===== config.mk =====
export PLATFORM = sky130hd
export DESIGN_NAME = bin_to_bcd_digits_flat
export DESIGN_NICKNAME = d
export VERILOG_FILES = /design/src/rtl/bin_to_bcd_digits_pkg.sv /design/src/rtl/bin_to_bcd_digits_if.sv /design/src/rtl/bin_to_bcd_digits_add3.sv /design/src/rtl/bin_to_bcd_digits.sv /design/src/flat_wrapper.sv
export SDC_FILE = /design/constraint.sdc
export NUM_CORES = 1
export LEC_CHECK = 0
export CORE_MARGIN = 4
export CORE_UTILIZATION = 45
export CTS_CLUSTER_SIZE = 14
export DETAILED_ROUTE_END_ITERATION = 8
export PLACE_DENSITY = 0.68
export SYNTH_ARGS = -nofsm -noshare
export SYNTH_HDL_FRONTEND = slang
export SYNTH_SLANG_ARGS = --single-unit

===== constraint.sdc =====
create_clock -name clk -period 5.8 [get_ports clk]
set_input_delay 0.87 -clock clk [delete_from_list [all_inputs] [get_ports clk]]
set_output_delay 0.87 -clock clk [all_outputs]
set_load 0.03 [all_outputs]

===== src/rtl/bin_to_bcd_digits_pkg.sv =====
// Shared display definitions: blank code, FSM encoding and a
// parameter-check helper for the BCD converter.
package bin_to_bcd_digits_pkg;

  // Nibble code the 7-segment decoder renders as all segments off.
  localparam logic [3:0] BLANK_CODE = 4'hF;

  typedef enum logic [1:0] {
    ST_IDLE   = 2'd0,
    ST_SHIFT  = 2'd1,
    ST_FINISH = 2'd2
  } state_t;

  // 10**n as a 64-bit constant, used to check that DIGITS covers BIN_W.
  function automatic longint unsigned pow10(input int n);
    longint unsigned r;
    r = 64'd1;
    for (int i = 0; i < n; i++) r = r * 64'd10;
    return r;
  endfunction

endpackage


===== src/rtl/bin_to_bcd_digits_if.sv =====
// Request/result bundle between a requester and the BCD converter.
//
// Handshake: the master raises 'start' with 'bin' and 'blank_lz' valid;
// the request is taken on the first clock edge where start=1 and the
// converter is idle (busy=0). While busy=1 start is ignored. 'done' is a
// one-cycle pulse marking the cycle in which 'digits' first shows the new
// result; 'digits' then holds until the next done or reset. busy and done
// are never high together, and start during done is accepted.
interface bin_to_bcd_digits_if #(
  parameter int BIN_W  = 16,
  parameter int DIGITS = 5
) ();
  logic                  start;
  logic [BIN_W-1:0]      bin;
  logic                  blank_lz;
  logic                  busy;
  logic                  done;
  logic [4*DIGITS-1:0]   digits;

  modport master (output start, bin, blank_lz, input busy, done, digits);
  modport slave  (input start, bin, blank_lz, output busy, done, digits);
endinterface


===== src/rtl/bin_to_bcd_digits_add3.sv =====
// Double-dabble digit correction: a BCD digit of 5 or more gets 3 added
// before the shift so that it carries correctly into the next digit.
module bcd_add3 (
  input  logic [3:0] d_i,
  output logic [3:0] d_o
);
  import bin_to_bcd_digits_pkg::*;

  // Correction stays within the nibble; values >= 5 never exceed 9 here.
  assign d_o = (d_i >= 4'd5) ? d_i + 4'd3 : d_i;
endmodule


===== src/rtl/bin_to_bcd_digits.sv =====
// Sequential binary-to-BCD converter, one bit per clock, with optional
// leading-zero blanking for driving 7-segment decoders directly.
module bin_to_bcd_digits
  import bin_to_bcd_digits_pkg::*;
#(
  parameter int BIN_W  = 16,
  parameter int DIGITS = 5
) (
  input  logic                 clk,
  input  logic                 rst,
  bin_to_bcd_digits_if.slave   bus,
  output state_t               state_o
);

  localparam int BCD_W = 4 * DIGITS;
  localparam int CNT_W = (BIN_W > 1) ? $clog2(BIN_W) : 1;
  localparam logic [CNT_W-1:0] CNT_LAST = CNT_W'(BIN_W - 1);
  localparam longint unsigned MAX_BIN = (64'd1 << BIN_W) - 64'd1;

  // DIGITS must be able to represent the largest BIN_W-bit value.
  if (pow10(DIGITS) <= MAX_BIN) begin : g_param_err
    $error("bin_to_bcd_digits: DIGITS too small for BIN_W");
  end

  state_t              state_q;
  logic                busy_q;
  logic                done_q;
  logic                blank_q;
  logic [CNT_W-1:0]    cnt_q;
  logic [BIN_W-1:0]    shreg_q, shreg_d;
  logic [BCD_W-1:0]    bcd_q, bcd_d;
  logic [BCD_W-1:0]    digits_q;
  logic [BCD_W-1:0]    corr;
  logic [BCD_W-1:0]    blanked;

  // One add-3 corrector per BCD digit.
  for (genvar d = 0; d < DIGITS; d++) begin : g_add3
    bcd_add3 u_add3 (
      .d_i (bcd_q[4*d +: 4]),
      .d_o (corr[4*d +: 4])
    );
  end

  // Next shift step: corrected BCD and shift register move left one bit together.
  always_comb begin
    bcd_d   = {corr[BCD_W-2:0], shreg_q[BIN_W-1]};
    shreg_d = {shreg_q[BIN_W-2:0], 1'b0};
  end

  // Leading-zero blanking from the MS digit down; digit 0 always shows.
  always_comb begin
    logic lead;
    blanked = bcd_q;
    lead    = blank_q;
    for (int d = DIGITS - 1; d >= 1; d--) begin
      if (lead && (bcd_q[4*d +: 4] == 4'd0)) begin
        blanked[4*d +: 4] = BLANK_CODE;
      end else begin
        lead = 1'b0;
      end
    end
  end

  // Control FSM with registered busy/done/digits; reset darkens the display.
  always_ff @(posedge clk or posedge rst) begin
    if (rst) begin
      state_q  <= ST_IDLE;
      busy_q   <= 1'b0;
      done_q   <= 1'b0;
      blank_q  <= 1'b0;
      cnt_q    <= '0;
      shreg_q  <= '0;
      bcd_q    <= '0;
      digits_q <= {DIGITS{BLANK_CODE}};
    end else begin
      done_q <= 1'b0;
      case (state_q)
        ST_IDLE: begin
          if (bus.start) begin
            shreg_q <= bus.bin;
            bcd_q   <= '0;
            cnt_q   <= '0;
            blank_q <= bus.blank_lz;
            busy_q  <= 1'b1;
            state_q <= ST_SHIFT;
          end
        end
        ST_SHIFT: begin
          bcd_q   <= bcd_d;
          shreg_q <= shreg_d;
          cnt_q   <= cnt_q + CNT_W'(1);
          if (cnt_q == CNT_LAST) state_q <= ST_FINISH;
        end
        ST_FINISH: begin
          digits_q <= blanked;
          done_q   <= 1'b1;
          busy_q   <= 1'b0;
          state_q  <= ST_IDLE;
        end
        default: state_q <= ST_IDLE;
      endcase
    end
  end

  assign bus.busy   = busy_q;
  assign bus.done   = done_q;
  assign bus.digits = digits_q;
  assign state_o    = state_q;

endmodule


===== src/flat_wrapper.sv =====
// flat-port wrapper written by rule: the top's interface ports become plain ports
module bin_to_bcd_digits_flat import bin_to_bcd_digits_pkg::*;
#(
  parameter int BIN_W  = 16,
  parameter int DIGITS = 5
)
  (clk, rst, state_o, bus_start, bus_bin, bus_blank_lz, bus_busy, bus_done, bus_digits);
  bin_to_bcd_digits_if #(.BIN_W(BIN_W), .DIGITS(DIGITS)) bus_i ();
  input  logic clk;
  input  logic rst;
  output state_t state_o;
  input wire logic [$bits(bus_i.start)-1:0] bus_start;
  input wire logic [$bits(bus_i.bin)-1:0] bus_bin;
  input wire logic [$bits(bus_i.blank_lz)-1:0] bus_blank_lz;
  output wire logic [$bits(bus_i.busy)-1:0] bus_busy;
  output wire logic [$bits(bus_i.done)-1:0] bus_done;
  output wire logic [$bits(bus_i.digits)-1:0] bus_digits;
  assign bus_i.start = bus_start;
  assign bus_i.bin = bus_bin;
  assign bus_i.blank_lz = bus_blank_lz;
  assign bus_busy = bus_i.busy;
  assign bus_done = bus_i.done;
  assign bus_digits = bus_i.digits;
  bin_to_bcd_digits #(.BIN_W(BIN_W), .DIGITS(DIGITS)) u_core (.clk(clk), .rst(rst), .bus(bus_i), .state_o(state_o));
endmodule

==> run summary, run 1 <==
Run status - completed
Largest net degree at the start of global routing - 66
Avg Cell Area, Syn - 10.8 µm²
Hold depth - 2
DP Wirelength - 4.26 mm
Post-CTS Resized - 0
TritonCTS Sinks - 65
Hold endpoint - u_core.bus.digits[17]
Startpoint Class - primary input
EDFF count, synth - 0
Gpl congestion - 0.751
Worst Setup End Kind - register
Die Y - 92.4 µm
Max Cap Violations - 0
PD cells - 531 nW/µm²
Pleak - 1.56 nW
Switching fraction of total power - 40.1%
Io pins - 44
Slowest stage delay, CP - 980 ps
Crit-path max FO - 19
Pint - 1.23 mW
Clk network pwr share - 17.1%
R2R Path End - u_core.blank_q
CTS Hold Bufs - 0
DRC Markers - 0
Final #Nets - 372
CTS clk-pin slew, worst paths - 70 ps
Worst hold start - u_core.bus.digits[17]
Clk_skew - 7.42 ps
F_max - 332 MHz
Final setup fails - 0
Worst Path Required - 6020 ps
Critical path class - primary input to register
Hold Fails Final Rpt - 0
R2r worst-path depth - 4
First-pass GRT wire length - 11.7 mm
Share of layout cells above drive strength 1 - 15.5%
PortBufs - 43
Wire length per cell - 15.0 µm
Setup TNS - 0 ps
Critical R2R Launch - u_core.state_o[1]
VDD IR max - 0.000189 V
Root Driver - clkbuf_8
Row cnt - 30
CP cell instances - clkdlybuf4s50_1 > nor2b_1 > nand2_1 > mux2_2
Worst-Margin Slew - 1150 ps
Post-Syn Area - 3200 µm²
Router iterations before antenna repair - 4
Grt total ovfl - 0
CTS Buf Count - 9
Initial drt markers - 109
Routed vias/inst - 5.50
Register area share after synthesis - 51.6%
GRT Total Usage - 17.2%
CTS tree - built
RSZ-0062 raised after global routing - false
H-tree Lvls - 3
Cell family with most CP delay - simple AND/OR/NAND/NOR gates
Slew margin rel. - 23.0%
CP arrival - 3240 ps
Initial antenna violation count - 0
Netlist cell types - 36
Synth warn - 0
Setup Buffers After CTS - 0
Worst Path Buf+Inv - 1
Tcrit/Tclk final - 52.0%
Post-synthesis async set-or-reset flop share - 100%
Syn Inst Count - 296
Post-DRT Antenna Nets - 0
Initial Util - 46.6%
Critical path's slowest cell - nor2b_1
Worst-Skew Late Latency - 340 ps
Clock Path Buffers - 2
Combinational share of power - 42.6%
FF-to-FF setup slack - 3720 ps
Slew Viols, Final - 0
Final wirelength - 6.58 mm
Ys flop type - dfrtp_1
Number of diodes - 0
Total core area - 6870 µm²
WHS - 500 ps
Sw Pwr - 824 µW
Worst min path class - register to register
Die X-Extent - 92.4 µm
Vias in the first global route - 2445
FF+latch count, synth - 65
Layout area overhead - 21.1%
Critical Path Source - bus_start
DIE AREA - 8530 µm²
Syn_nets - 331
Min Tclk post-route - 3020 ps
Seq pwr share - 40.3%
Routed vias - 2408
placed cells by master, fill, tap and decap left out, types with 2 or more instances in the layout:
master / n
ha_1: 15
mux2_2: 5
o22a_1: 12
clkdlybuf4s50_1: 43
o311ai_0: 5
clkbuf_8: 11
buf_4: 3
a32o_1: 5
a22oi_1: 15
inv_1: 12
nor2_1: 13
dfrtp_1: 45
nand2b_1: 6
clkinvlp_4: 2
nor2b_1: 17
xnor2_1: 5
o22ai_1: 7
o21ai_0: 25
nand3_1: 7
o31ai_1: 5
nand2_1: 14
xor2_1: 2
o32ai_1: 2
a21oi_1: 29
nor3b_1: 2
clkinv_2: 3
dfstp_2: 20
worst max path at each step:
stage | to | slack (ps) | cells past startpoint
floorplan | u_core.bcd_q[0] | 3340 | 1
global placement | u_core.blank_q | 2500 | 4
detailed placement | u_core.blank_q | 2450 | 4
CTS | u_core.blank_q | 2800 | 4
global route | u_core.blank_q | 2630 | 4
finish | u_core.blank_q | 2780 | 4
flip-flops by register name (all words and copies together), names as in the netlist:
| register | count |
|---|---|
| u_core.shreg_q | 16 |
| u_core.bus.digits | 20 |
| u_core.bus.done | 1 |
| u_core.state_o | 2 |
| u_core.bus.busy | 1 |
| u_core.blank_q | 1 |
| u_core.bcd_q | 20 |
| u_core.cnt_q | 4 |
per-layer routing:
metal	share of wire (%)	up-vias	GRT usage, %
met3	3.1	9	3.82
met5	0	-	0
met4	1.6	0	6.31
met2	49	36	28.2
met1	47	1206	22.2
li1	-	1157	-
kinds of logic after synthesis:
logic type                 count (synthesis)  synth area share [%]
muxes                                      5                  1.76
DFF                                       65                  51.6
xor gates and xnor gates                   7                  1.91
buffers and inverters                     29                  4.03
AOI/OAI and AO/OA                        108                  22.6
adders and majority gates                 15                  5.86
and+or+nand+nor                           67                  12.2
cell usage after synthesis (5+ instances only):
library cell,instances,share of area [%]
dfrtp_1,45,35
a21oi_1,29,4.5
o21ai_0,25,3.9
dfstp_2,20,16
nor2b_1,17,3.3
a22oi_1,15,3.5
ha_1,15,5.9
nand2_1,14,1.6
inv_1,13,1.5
nor2_1,13,1.5
o22a_1,12,3.3
buf_2,10,1.6
nand3_1,7,1.1
o22ai_1,7,1.4
nand2b_1,6,1.2
a32o_1,5,1.6
clkbuf_1,5,0.59
mux2_2,5,1.8
o311ai_0,5,1.4
o31ai_1,5,1.2
xnor2_1,5,1.4
power groups by stage:
stage	sequential [mW]	clock (mW)	combinational, mW
2_1_floorplan	0.893	0	0.565
3_3_place_gp	0.831	0	0.857
3_5_place_dp	0.834	0	0.881
4_1_cts	0.829	0.359	0.885
5_1_grt	0.861	0.382	0.981
6_report	0.829	0.352	0.876
worst reg2reg max path: cells and delay by family (launching register included):
family | cells | cell delay (ps)
buffers and inverters | 1 | 220
DFF | 1 | 370
muxes | 1 | 310
and+or+nand+nor | 2 | 1070
metrics by stage:
stage          worst slack (ps)  util (%)  area (µm²)  total power, mW  instances
2_1_floorplan              3340         -        3200             1.46        296
3_3_place_gp               2500      53.8        3690             1.69        422
3_5_place_dp               2450      53.8        3690             1.72        422
4_1_cts                    2800      56.4        3880             2.07        438
5_1_grt                    2630      56.4        3880             2.22        438
6_report                   2780      56.4        3880             2.06        438
cell type report:
cell class	count	area, µm²
clock buffers	11	151
multi-input cells	202	1420
clock inverters	5	30.0
inverters	13	48.8
flip-flops and latches	65	1650
fillers	607	2990
well taps	96	120
repair buffers	46	453
Power figures use the tool's default switching activity.
==> run 2: changes to the inputs <==
--- a/config.mk
+++ b/config.mk
@@ -9,7 +9,7 @@
 export CORE_UTILIZATION = 45
 export CTS_CLUSTER_SIZE = 14
 export DETAILED_ROUTE_END_ITERATION = 8
-export PLACE_DENSITY = 0.68
+export PLACE_DENSITY = 0.7
 export SYNTH_ARGS = -nofsm -noshare
 export SYNTH_HDL_FRONTEND = slang
 export SYNTH_SLANG_ARGS = --single-unit
==> constraint.sdc (replaced) <==
create_clock -name clk -period 2.5 [get_ports clk]
set_input_delay 0.375 -clock clk [delete_from_list [all_inputs] [get_ports clk]]
set_output_delay 0.375 -clock clk [all_outputs]
set_load 0.03 [all_outputs]
==> run summary, run 2 (synthesized netlist as in run 1, its figures left out) <==
CTS clk-pin slew, worst paths - 70 ps (about the same)
Total core area - 6870 µm² (unchanged)
Number of diodes - 0 (unchanged)
Post-DRT Antenna Nets - 0 (unchanged)
Crit-path max FO - 21 (+2)
Initial Util - 46.6% (unchanged)
Combinational share of power - 42.4% (-0.2 points)
Post-CTS Resized - 0 (unchanged)
CTS tree - built
Routing usage on met1 - 21.6% (-0.61 points)
CTS Hold Bufs - 0 (unchanged)
Hold Fails Final Rpt - 0 (unchanged)
Largest net degree at the start of global routing - 66 (unchanged)
PortBufs - 43 (unchanged)
Root Driver - clkbuf_8
Clk_skew - 9.56 ps (+2.14 ps)
Die X-Extent - 92.4 µm (unchanged)
Switching fraction of total power - 38.5% (-1.5 points)
Grt total ovfl - 0 (unchanged)
Cell Area, Placed - 3770 µm² (+2.1%)
Slowest stage delay, CP - 790 ps (-190 ps)
Final #Nets - 379 (+1.9%)
Wire length per cell - 14.9 µm (-0.71%)
Design Area, Final - 3980 µm² (+2.7%)
CTS Buf Count - 9 (unchanged)
Setup TNS - 0 ps (unchanged)
Non-Filler Instances - 445 (+1.6%)
Worst-Margin Slew - 590 ps (-563 ps)
Sw Pwr - 1.91 mW (+130%)
Router iterations before antenna repair - 4 (unchanged)
Pint - 3.05 mW (+150%)
Seq pwr share - 38.9% (-1.4 points)
Worst slack at placement - 659 ps (-1790 ps)
Layout fillers - 574 (-5.4%)
Pleak - 1.62 nW (+3.9%)
Commonest non-fill, non-tap cells in the layout - dfrtp_1, clkdlybuf4s50_1, a21oi_1
Slew Viols, Final - 0 (unchanged)
RSZ-0062 raised after global routing - false
DIE AREA - 8530 µm² (unchanged)
First-pass GRT wire length - 11.3 mm (-3.6%)
GRT Total Usage - 16.6% (-0.55 points)
Run status - completed
VDD IR max - 0.000561 V (+200%)
Tcrit/Tclk final - 89.0%
Initial drt markers - 132 (+21%)
R2r worst-path depth - 5 (+1)
Final setup fails - 0 (unchanged)
Worst-Skew Late Latency - 340 ps (about the same)
Routed vias - 2427 (+0.79%)
WHS - 398 ps (-102 ps)
Worst min path class - primary input to async pin
GRT busiest layer - met2
F_max - 449 MHz
Layout area overhead - 24.3%
Share of layout cells above drive strength 1 - 16.6% (+1.1 points)
Placed cells - 429 (+1.7%)
Worst Path Buf+Inv - 1 (unchanged)
GR Util met3 - 3.17% (-0.65 points)
Io pins - 44 (unchanged)
Met2 GRT Util - 26.8% (-1.5 points)
Min Tclk post-route - 2230 ps
Routed vias/inst - 5.45 (-0.80%)
Crit path depth - 1 (-3)
Commonest non-fill, non-tap cell in the layout - dfrtp_1
Critical path class - register to primary output
Clk network pwr share - 18.8% (+1.7 points)
Slew margin rel. - 60.6% (+38 points)
Worst Path Required - 2120 ps (-3900 ps)
DP Wirelength - 4.36 mm (+2.3%)
Reg area - 1650 µm² (unchanged)
Die Y - 92.4 µm (unchanged)
Final wirelength - 6.64 mm (+0.88%)
Row cnt - 30 (unchanged)
Gpl congestion - 0.784 (+4.3%)
Max Cap Violations - 0 (unchanged)
Critical path's slowest cell - clkdlybuf4s50_1
CP arrival - 1850 ps (-1390 ps)
PD cells - 1250 nW/µm² (+130%)
Vias in the first global route - 2425 (-0.82%)
Final worst slack - 275 ps (-2510 ps)
Cell family with most CP delay - buffers and inverters
Footprint of the multi-input gates - 1420 µm² (unchanged)
TritonCTS Sinks - 65 (unchanged)
Initial antenna violation count - 0 (unchanged)
DRC Markers - 0 (unchanged)
Setup Buffers After CTS - 0 (unchanged)
H-tree Lvls - 3 (unchanged)
CP cell instances - clkdlybuf4s50_1
Clock Path Buffers - 2 (unchanged)
Worst Setup End Kind - primary output
Startpoint Class - register
[run 2: final cells by class]
cell class              instances  share of cell area [%]
inverters                      13                    1.23
flip-flops and latches         65                    41.5
multi-input cells             202                    35.7
clock buffers                  14                    4.34
well taps                      96                    3.02
repair buffers                 53                    13.3
clock inverters                 2                   0.880
[run 2: worst paths after layout]
kind	startpoint	to	slack [ps]
worst max-delay path	u_core.state_o[0]	state_o[0]	270
worst min register to register	u_core.bus.digits[19]	u_core.bus.digits[19]	500
worst max register to register	u_core.state_o[0]	u_core.bcd_q[2]	690
worst min-delay path	rst	u_core.bus.done	400
min in group clk	u_core.bus.digits[19]	u_core.bus.digits[19]	500
max in group asynchronous	rst	u_core.bus.digits[2]	1750
[run 2: metrics by stage]
stage / power, mW / utilization, %
floorplan: 3.38 / -
global placement: 3.97 / 54.9
detailed placement: 4.05 / 54.9
CTS: 5.00 / 57.9
global route: 5.33 / 57.9
finish: 4.96 / 57.9
[run 2: routing by layer]
| metal | wire length [µm] | share of wire [%] |
|---|---|---|
| met1 | 3110 | 47 |
| met2 | 3110 | 47 |
| met3 | 298 | 4.5 |
| met4 | 115 | 1.7 |
| met5 | 0 | 0 |
[run 2: power groups by stage]
stage                     combinational, mW  clock, mW  sequential [mW]
final                                  2.10      0.930             1.93
after global routing                   2.33      0.999             2.00
after CTS                              2.12      0.957             1.93
after detailed placement               2.11          0             1.94
after global placement                 2.04          0             1.93
after floorplan                        1.31          0             2.07
[run 2: tightest hold or removal path: stages]
cell and delay (ps):
clkdlybuf4s50_1 410, inv_2 70, buf_12 280
==> run 3: changes to the inputs <==
--- a/config.mk
+++ b/config.mk
@@ -10,6 +10,7 @@
 export CTS_CLUSTER_SIZE = 14
 export DETAILED_ROUTE_END_ITERATION = 8
 export PLACE_DENSITY = 0.7
+export REMOVE_ABC_BUFFERS = 1
 export SYNTH_ARGS = -nofsm -noshare
 export SYNTH_HDL_FRONTEND = slang
 export SYNTH_SLANG_ARGS = --single-unit
==> run summary, run 3 (synthesized netlist as in run 1, its figures left out) <==
Final setup fails - 0 (unchanged)
Io pins - 44 (unchanged)
Crit-path max FO - 15 (-29%)
Footprint of the multi-input gates - 1420 µm² (unchanged)
Root Driver - clkbuf_8
Hold Fails Final Rpt - 0 (unchanged)
VDD IR max - 0.000533 V (-4.9%)
Max Cap Violations - 0 (unchanged)
Worst Path Buf+Inv - 1 (unchanged)
Final Core Density - 57.8% (-0.18 points)
Worst Setup End Kind - primary output
CTS clk-pin slew, worst paths - 70 ps (about the same)
Worst Path Required - 2120 ps (about the same)
Vias in the first global route - 2555 (+5.4%)
GRT Total Usage - 17.0% (+0.40 points)
Run status - completed
Reg area - 1650 µm² (unchanged)
CTS Hold Bufs - 0 (unchanged)
Initial antenna violation count - 0 (unchanged)
PD cells - 1250 nW/µm² (about the same)
Wire length per cell - 15.1 µm (+0.98%)
F_max - 477 MHz (+6.2%)
Layout area overhead - 23.9%
Min Tclk post-route - 2100 ps (-129 ps)
Worst slack at placement - 679 ps (+19.9 ps)
Initial drt markers - 109 (-17%)
Commonest non-fill, non-tap cell in the layout - dfrtp_1
WHS - 373 ps (-25.3 ps)
Largest net degree at the start of global routing - 43 (-35%)
Non-Filler Instances - 445 (unchanged)
Slew Viols, Final - 0 (unchanged)
Critical path's slowest cell - clkdlybuf4s50_1
Worst-Skew Late Latency - 330 ps (about the same)
Setup TNS - 0 ps (unchanged)
TritonCTS Sinks - 65 (unchanged)
Startpoint Class - register
First-pass GRT wire length - 11.7 mm (+3.7%)
Design Area, Final - 3970 µm² (-0.31%)
CTS tree - built
CP arrival - 1720 ps (-130 ps)
Router iterations before antenna repair - 6 (+2)
RSZ-0062 raised after global routing - false
DP Wirelength - 4.57 mm (+4.8%)
Worst min path class - primary input to async pin
Critical path class - register to primary output
Row cnt - 30 (unchanged)
Placed cells - 429 (unchanged)
FF-to-FF setup slack - 700 ps (about the same)
Cell family with most CP delay - buffers and inverters
Slew margin rel. - 69.9% (+9.2 points)
Gpl congestion - 0.781 (-0.31%)
Die Y - 92.4 µm (unchanged)
Clk_skew - 9.02 ps (-0.538 ps)
Post-DRT Antenna Nets - 0 (unchanged)
Total core area - 6870 µm² (unchanged)
Final #Nets - 379 (unchanged)
H-tree Lvls - 3 (unchanged)
Final wirelength - 6.71 mm (+0.98%)
Final worst slack - 404 ps (+129 ps)
Commonest non-fill, non-tap cells in the layout - dfrtp_1, clkdlybuf4s50_1, a21oi_1
Cell Area, Placed - 3760 µm² (-0.33%)
CTS Buf Count - 9 (unchanged)
CP cell instances - clkdlybuf4s50_1
Share of layout cells above drive strength 1 - 16.6% (unchanged)
Clock Path Buffers - 2 (unchanged)
Initial Util - 46.6% (unchanged)
Routed vias/inst - 5.51 (+1.0%)
Layout fillers - 603 (+5.1%)
DIE AREA - 8530 µm² (unchanged)
DRC Markers - 0 (unchanged)
Die X-Extent - 92.4 µm (unchanged)
Worst-Margin Slew - 452 ps (-138 ps)
Number of diodes - 0 (unchanged)
Pleak - 1.61 nW (-0.38%)
Grt total ovfl - 0 (unchanged)
Routed vias - 2452 (+1.0%)
Pwr Total - 4.95 mW (-0.33%)
Tcrit/Tclk final - 83.8% (-5.2 points)
Setup Buffers After CTS - 0 (unchanged)
Slowest stage delay, CP - 770 ps (-20 ps)
PortBufs - 43 (unchanged)
Post-CTS Resized - 0 (unchanged)
[run 3: cell counts in the layout (fill, tap and decap cells not counted)]
Identical to the previous run, type by type.
[run 3: worst reg2reg max path: stages (launching register included)]
cell and delay, ps:
dfrtp_1 620, inv_1 220, nor2_4 300, buf_4 310
nand3_1 120, o311ai_0 110
[run 3: layer usage]
layer | wire [µm] | GRT usage (%) | part of all wire (%) | vias to the layer above
met3 | 258 | 4.87 | 3.8 | 6
met4 | 48 | 4.83 | 0.72 | 0
met2 | 3390 | 29.9 | 50 | 50
li1 | - | - | - | 1173
met1 | 3010 | 20.3 | 45 | 1223
met5 | 0 | 0 | 0 | -
[run 3: final timing paths]
| kind | from | end | cells past startpoint |
|---|---|---|---|
| setup / recovery | u_core.state_o[0] | state_o[0] | 1 |
| hold / removal | rst | u_core.bcd_q[2] | 2 |
| setup reg to reg | u_core.state_o[0] | u_core.bcd_q[18] | 5 |
| hold reg to reg | u_core.bus.digits[17] | u_core.bus.digits[17] | 2 |
| max in group asynchronous | rst | u_core.bus.digits[8] | 3 |
| min in group clk | u_core.bus.digits[17] | u_core.bus.digits[17] | 2 |
[run 3: report_power, final]
group / internal, mW / total (mW) / switching (mW)
combinational: 0.957 / 2.11 / 1.15
sequential: 1.53 / 1.92 / 0.386
clock: 0.542 / 0.920 / 0.378
total: 3.03 / 4.95 / 1.91
[run 3: cell type report]
cell class                 count  share of cell area, %
multi-input combinational    202                   35.8
sequential                    65                   41.6
timing repair buffer          53                   13.1
clock inverter                 2                  0.883
inverter                      13                   1.23
tap                           96                   3.03
clock buffer                  14                   4.35
